--- src/rtl/keypad_scan.sv ---
// keypad_scan: 4x4 matrix keypad scanner with frame-based debounce.
//
// A clock divider produces a one-clk scan tick every CLK_DIV cycles. One row
// is driven low at a time; each tick samples the columns of the driven row
// and advances to the next row. After row 3 is sampled, the four row samples
// form one frame whose result is NONE, a single key code, or MULTI. A frame
// result must repeat for DEBOUNCE_FRAMES consecutive frames before it is
// accepted onto the outputs.
//
// Build option: define KEYPAD_GHOST_REJECT_EN to treat a MULTI frame as NONE.
// Without it, MULTI resolves to the lowest key code seen in the frame.
//
// Ports:
//   clk        system clock, rising edge
//   reset      synchronous active-high reset
//   col_in     [3:0] column inputs, active-low (pulled up externally)
//   row_out    [3:0] row drive, one-hot active-low
//   key_vaild  high while a debounced key is held
//   key_code   [3:0] debounced key code (4*row + col), valid while key_vaild=1
//   key_press  one-clk pulse on each newly accepted key
module keypad_scan #(
    parameter int CLK_DIV         = 50000,
    parameter int DEBOUNCE_FRAMES = 5
) (
    input  logic       clk,
    input  logic       reset,
    input  logic [3:0] col_in,
    output logic [3:0] row_out,
    output logic       key_vaild,
    output logic [3:0] key_code,
    output logic       key_press
);

`ifdef KEYPAD_GHOST_REJECT_EN
    localparam bit GHOST_REJECT = 1'b1;
`else
    localparam bit GHOST_REJECT = 1'b0;
`endif

    localparam int             DIV_W      = (CLK_DIV > 1) ? $clog2(CLK_DIV) : 1;
    localparam logic [DIV_W-1:0] DIV_MAX  = DIV_W'(CLK_DIV - 1);
    localparam logic [3:0]     DEB_TARGET = 4'(DEBOUNCE_FRAMES);

    // Scan divider and row index
    logic [DIV_W-1:0] div_q, div_d;
    logic [1:0]       row_q, row_d;
    logic             tick;

    // Frame accumulator: key seen, more than one key seen, first (lowest) code
    logic       acc_seen_q, acc_seen_d;
    logic       acc_multi_q, acc_multi_d;
    logic [3:0] acc_code_q, acc_code_d;

    // Completed frame result {hit, code}; NONE is encoded as all zeros
    logic       frame_done_q, frame_done_d;
    logic [4:0] frame_res_q, frame_res_d;

    // Debounce state
    logic [4:0] prev_q, prev_d;
    logic [3:0] cnt_q, cnt_d;

    logic       key_vaild_q, key_vaild_d;
    logic [3:0] key_code_q, key_code_d;
    logic       key_press_q, key_press_d;

    // Per-row sample decode
    logic [3:0] row_keys;
    logic       row_hit;
    logic       row_multi;
    logic [1:0] row_col;
    logic       seen_n, multi_n, hit_n;
    logic [3:0] code_n;

    always_comb begin
        row_keys  = ~col_in;
        row_hit   = |row_keys;
        // Two or more bits set: clearing the lowest set bit leaves something
        row_multi = |(row_keys & (row_keys - 4'd1));
        row_col   = 2'd0;
        for (int c = 3; c >= 0; c--) begin
            if (row_keys[c]) row_col = 2'(c);
        end

        // Rows are scanned in ascending order, so the first key seen in a
        // frame is always the lowest code.
        seen_n  = acc_seen_q | row_hit;
        multi_n = acc_multi_q | row_multi | (acc_seen_q & row_hit);
        code_n  = acc_seen_q ? acc_code_q : {row_q, row_col};
        hit_n   = seen_n & ~(GHOST_REJECT & multi_n);
    end

    always_comb begin
        tick         = (div_q == DIV_MAX);
        div_d        = tick ? '0 : div_q + 1'b1;
        row_d        = row_q;
        acc_seen_d   = acc_seen_q;
        acc_multi_d  = acc_multi_q;
        acc_code_d   = acc_code_q;
        frame_done_d = 1'b0;
        frame_res_d  = frame_res_q;

        if (tick) begin
            row_d = row_q + 2'd1;
            if (row_q == 2'd3) begin
                frame_done_d = 1'b1;
                frame_res_d  = hit_n ? {1'b1, code_n} : 5'd0;
                acc_seen_d   = 1'b0;
                acc_multi_d  = 1'b0;
                acc_code_d   = 4'd0;
            end else begin
                acc_seen_d  = seen_n;
                acc_multi_d = multi_n;
                acc_code_d  = code_n;
            end
        end
    end

    // Debounce and acceptance, one clk after the frame completes
    always_comb begin
        prev_d      = prev_q;
        cnt_d       = cnt_q;
        key_vaild_d = key_vaild_q;
        key_code_d  = key_code_q;
        key_press_d = 1'b0;

        if (frame_done_q) begin
            prev_d = frame_res_q;
            if (frame_res_q == prev_q) begin
                cnt_d = (cnt_q == 4'd15) ? 4'd15 : cnt_q + 4'd1;
            end else begin
                cnt_d = 4'd1;
            end

            if (cnt_d == DEB_TARGET) begin
                if (frame_res_q[4]) begin
                    key_vaild_d = 1'b1;
                    key_code_d  = frame_res_q[3:0];
                    // Re-acceptance of the held code must not pulse again
                    key_press_d = !key_vaild_q || (frame_res_q[3:0] != key_code_q);
                end else begin
                    key_vaild_d = 1'b0;
                end
            end
        end
    end

    always_ff @(posedge clk) begin
        if (reset) begin
            div_q        <= '0;
            row_q        <= 2'd0;
            acc_seen_q   <= 1'b0;
            acc_multi_q  <= 1'b0;
            acc_code_q   <= 4'd0;
            frame_done_q <= 1'b0;
            frame_res_q  <= 5'd0;
            prev_q       <= 5'd0;
            cnt_q        <= 4'd0;
            key_vaild_q  <= 1'b0;
            key_code_q   <= 4'd0;
            key_press_q  <= 1'b0;
        end else begin
            div_q        <= div_d;
            row_q        <= row_d;
            acc_seen_q   <= acc_seen_d;
            acc_multi_q  <= acc_multi_d;
            acc_code_q   <= acc_code_d;
            frame_done_q <= frame_done_d;
            frame_res_q  <= frame_res_d;
            prev_q       <= prev_d;
            cnt_q        <= cnt_d;
            key_vaild_q  <= key_vaild_d;
            key_code_q   <= key_code_d;
            key_press_q  <= key_press_d;
        end
    end

    always_comb begin
        row_out   = ~(4'b0001 << row_q);
        key_vaild = key_vaild_q;
        key_code  = key_code_q;
        key_press = key_press_q;
    end

endmodule

--- config.mk ---
export PLATFORM = sky130hd
export DESIGN_NAME = keypad_scan
export DESIGN_NICKNAME = d
export VERILOG_FILES = /design/src/rtl/keypad_scan.sv
export SDC_FILE = /design/constraint.sdc
export NUM_CORES = 1
export LEC_CHECK = 0
export ABC_AREA = 0
export CAP_MARGIN = 20
export CORE_MARGIN = 10
export CORE_UTILIZATION = 45
export CTS_BUF_LIST = sky130_fd_sc_hd__clkbuf_8
export DETAILED_ROUTE_END_ITERATION = 10
export GPL_TIMING_DRIVEN = 0
export SKIP_CTS_REPAIR_TIMING = 1
export SYNTH_ARGS = -nofsm -noshare
export SYNTH_HDL_FRONTEND = slang
export SYNTH_SLANG_ARGS = --single-unit
--- constraint.sdc ---
create_clock -name clk -period 3.1 [get_ports clk]
set_clock_uncertainty 0.2 [all_clocks]
set_input_delay 0.93 -clock clk [delete_from_list [all_inputs] [get_ports clk]]
set_output_delay 0.93 -clock clk [all_outputs]
set_load 0.02 [all_outputs]
==> flow_summary.yaml <==
outcome:
  status: "completed"
pwr:
  ir_drop_mv: 0.218
  power_density_mw_per_mm2: 384
  power_leakage_nw: 0.802
  p_total_mw: 0.938
global_routing:
  overflow: 0
  use_met3: 0.0310
  grt_pass1_vias: 1618
  gr-max-usage-layer: "met2"
  grt_util_met1: 0.146
  antenna_found_initial: 0
  met2_usage: 0.194
  grt_pass1_wl_um: 7570
  grt_util_all_layers: 0.118
  grt_max_degree: 13
floorplan:
  die_area_sq_mm: 0.00794
  fp-row-count: 25
  io_pins: 16
  core_area_sq_mm: 0.00466
  die_height_um: 89.1
  die_w_um: 89.1
  start_util: 0.461
timing:
  fmax_mhz: 333
  setup_viol: 0
  post-route-period-util: 0.968
  finalWorstPathRequiredPeriod_ps: 3000
  hold_viol: 0
  report.final.slew_viol_count: 0
  worst_slack_ps: 98.0
  max-slew-margin-rel: 0.400
  worst_pin_slew_ps: 893
place:
  placement.io_buffers: 15
  dp_hpwl_um: 3030
  pre_cts_slack_ps: 177
  dp.cells: 312
  placed_cell_area_sq_mm: 0.00237
  place.gp.congestion: 0.832
synth:
  yosysMostFrequentCell: "dfxtp_1"
  yosys_warnings: 0
  syn_inst: 243
  netlist_top_cells_area: "dfxtp_1, xor2_1, mux2i_1, nor2_1, nand2b_1"
  synthTopCellsByCount: "dfxtp_1, nor2_1, nand2_1, nand2b_1, xor2_1"
  netlist_area_sq_mm: 0.00215
  synthFlopType: "dfxtp_1"
  synth_top_area_frac: 0.410
  synth-seq-cells: 44
  yosysSeqAreaShare: 0.410
  synth-edff-count: 0
  syn_avg_cell_area_sq_um: 8.84
  synth_nets: 255
  yosysUniqueCellTypes: 40
  postSynth.asyncResetShare: 0
  synth_largest_area_cell: "dfxtp_1"
finish:
  area.growth.synth_to_final_pct: 13.9
  layout.cells.non_filler: 318
  nNetsFinal: 276
  final_core_util: 0.525
  antenna_cells: 0
  multi_input_area_sq_mm: 0.00118
  layout-drive-gt1-share: 0.0720
  design_area_sq_mm: 0.00245
  ff_latch_area_sq_um: 881
  fillers: 471
clock_network:
  cts_inserted_buffers: 5
  cts_htree_levels: 2
  clkLatencyLatePin_ps: 300
  cts_tree: "done"
  cts.sinks: 44
  root_buffer: "clkbuf_8"
  clk_pin_slew_ps: 80
  clockBufferDepth: 2
drt:
  dr.pass1.iters: 4
  ant_nets: 0
  vias_per_cell: 5.26
  drt_iter0_drc: 56
  wl_um: 4190
  wire_per_inst_um: 13.2
  drc: 0
  num_vias: 1673
critical_path:
  cp_data_required_time_ps: 1970
  rrSetupSlack_ps: 700
  crit_arrival_ps: 1870
  cp-end-kind: "output pin"
  path_max_fanout: 10
  startpoint_type: "flip-flop"
  crit_type: "reg -> out"
worst_hold_path:
  hp-class: "reg -> reg"
run:
  cap_violations: 0
## path summary, 6_finish.rpt
check                             startpoint                     endpoint  cells past startpoint
setup / recovery       row_q[0]$_SDFFE_PP0N_                   row_out[3]                      3
hold / removal    acc_code_q[0]$_SDFFE_PP0N_   acc_code_q[0]$_SDFFE_PP0N_                      2
setup reg to reg        div_q[10]$_SDFF_PP0_  frame_res_q[2]$_SDFFE_PP0P_                      6
hold reg to reg   acc_code_q[0]$_SDFFE_PP0N_   acc_code_q[0]$_SDFFE_PP0N_                      2
## per-layer routing
| layer | wire [um] | part of all wire |
|---|---|---|
| met1 | 2010 | 0.48 |
| met5 | 0 | 0 |
| met3 | 128 | 0.031 |
| met4 | 40 | 0.0096 |
| met2 | 2000 | 0.48 |
## state kept, by name (all words and copies together) (netlist names)
| signal | flops |
|---|---|
| div_q | 16 |
| acc_seen_q | 1 |
| key_code | 4 |
| prev_q | 5 |
| key_vaild | 1 |
| frame_res_q | 5 |
| row_q | 2 |
| key_press | 1 |
| acc_code_q | 4 |
| frame_done_q | 1 |
| cnt_q | 4 |
## logic make-up after synthesis
family / Yosys count / synth area share
AOI/OAI and AO/OA: 35 / 0.105
adders and majority gates: 6 / 0.0349
DFF: 44 / 0.410
xor gates and xnor gates: 21 / 0.0856
muxes: 12 / 0.0559
buffers and inverters: 23 / 0.0431
and+or+nand+nor: 102 / 0.265
## per-stage QoR
| step | setup TNS, ps | hold slack, ps |
|---|---|---|
| CTS | -167 | 259 |
| global route | -8.78 | 279 |
| finish | 0 | 253 |
| floorplan | 0 | 226 |
| global placement | 0 | 238 |
| detailed placement | 0 | 246 |
## area by class of cell
type | instances | share of cell area
multi-input cells | 176 | 0.481
flip-flops and latches | 44 | 0.360
repair buffers | 15 | 0.0614
clock buffers | 5 | 0.0281
well taps | 54 | 0.0276
plain buffers | 13 | 0.0225
inverters | 9 | 0.0153
clock inverters | 2 | 0.00358
## where the power goes
group          internal [mW]  switching [mW]  leakage, nW
sequential             0.568         0.00296        0.355
combinational         0.0143          0.0163        0.402
clock                  0.150           0.187       0.0452
total                  0.732           0.206        0.802
## cell usage in the layout (no fill, tap or decap), types with 3 or more instances in the layout
cell type | Yosys | layout
nand4_1 | 5 | 5
clkbuf_1 | 11 | 10
nand2_1 | 16 | 16
nand3_1 | 11 | 11
mux2i_1 | 12 | 12
xor2_1 | 14 | 14
or4_1 | 5 | 5
dfxtp_1 | 44 | 44
nand2b_1 | 14 | 14
xnor2_1 | 7 | 7
nor2_1 | 25 | 25
a21oi_1 | 12 | 12
o21ai_0 | 8 | 8
nor3_1 | 4 | 4
or3_1 | 5 | 5
and4_1 | 3 | 3
clkdlybuf4s50_1 | 0 | 15
inv_1 | 8 | 9
o211ai_1 | 3 | 3
clkbuf_8 | 0 | 5
ha_1 | 6 | 5
## critical path, stage by stage, from the launching register on
cell             delay [ps]
dfxtp_1                 440
ha_2                    320
clkinvlp_4              220
clkdlybuf4s50_1         590
(Power assumes the default switching activity.)
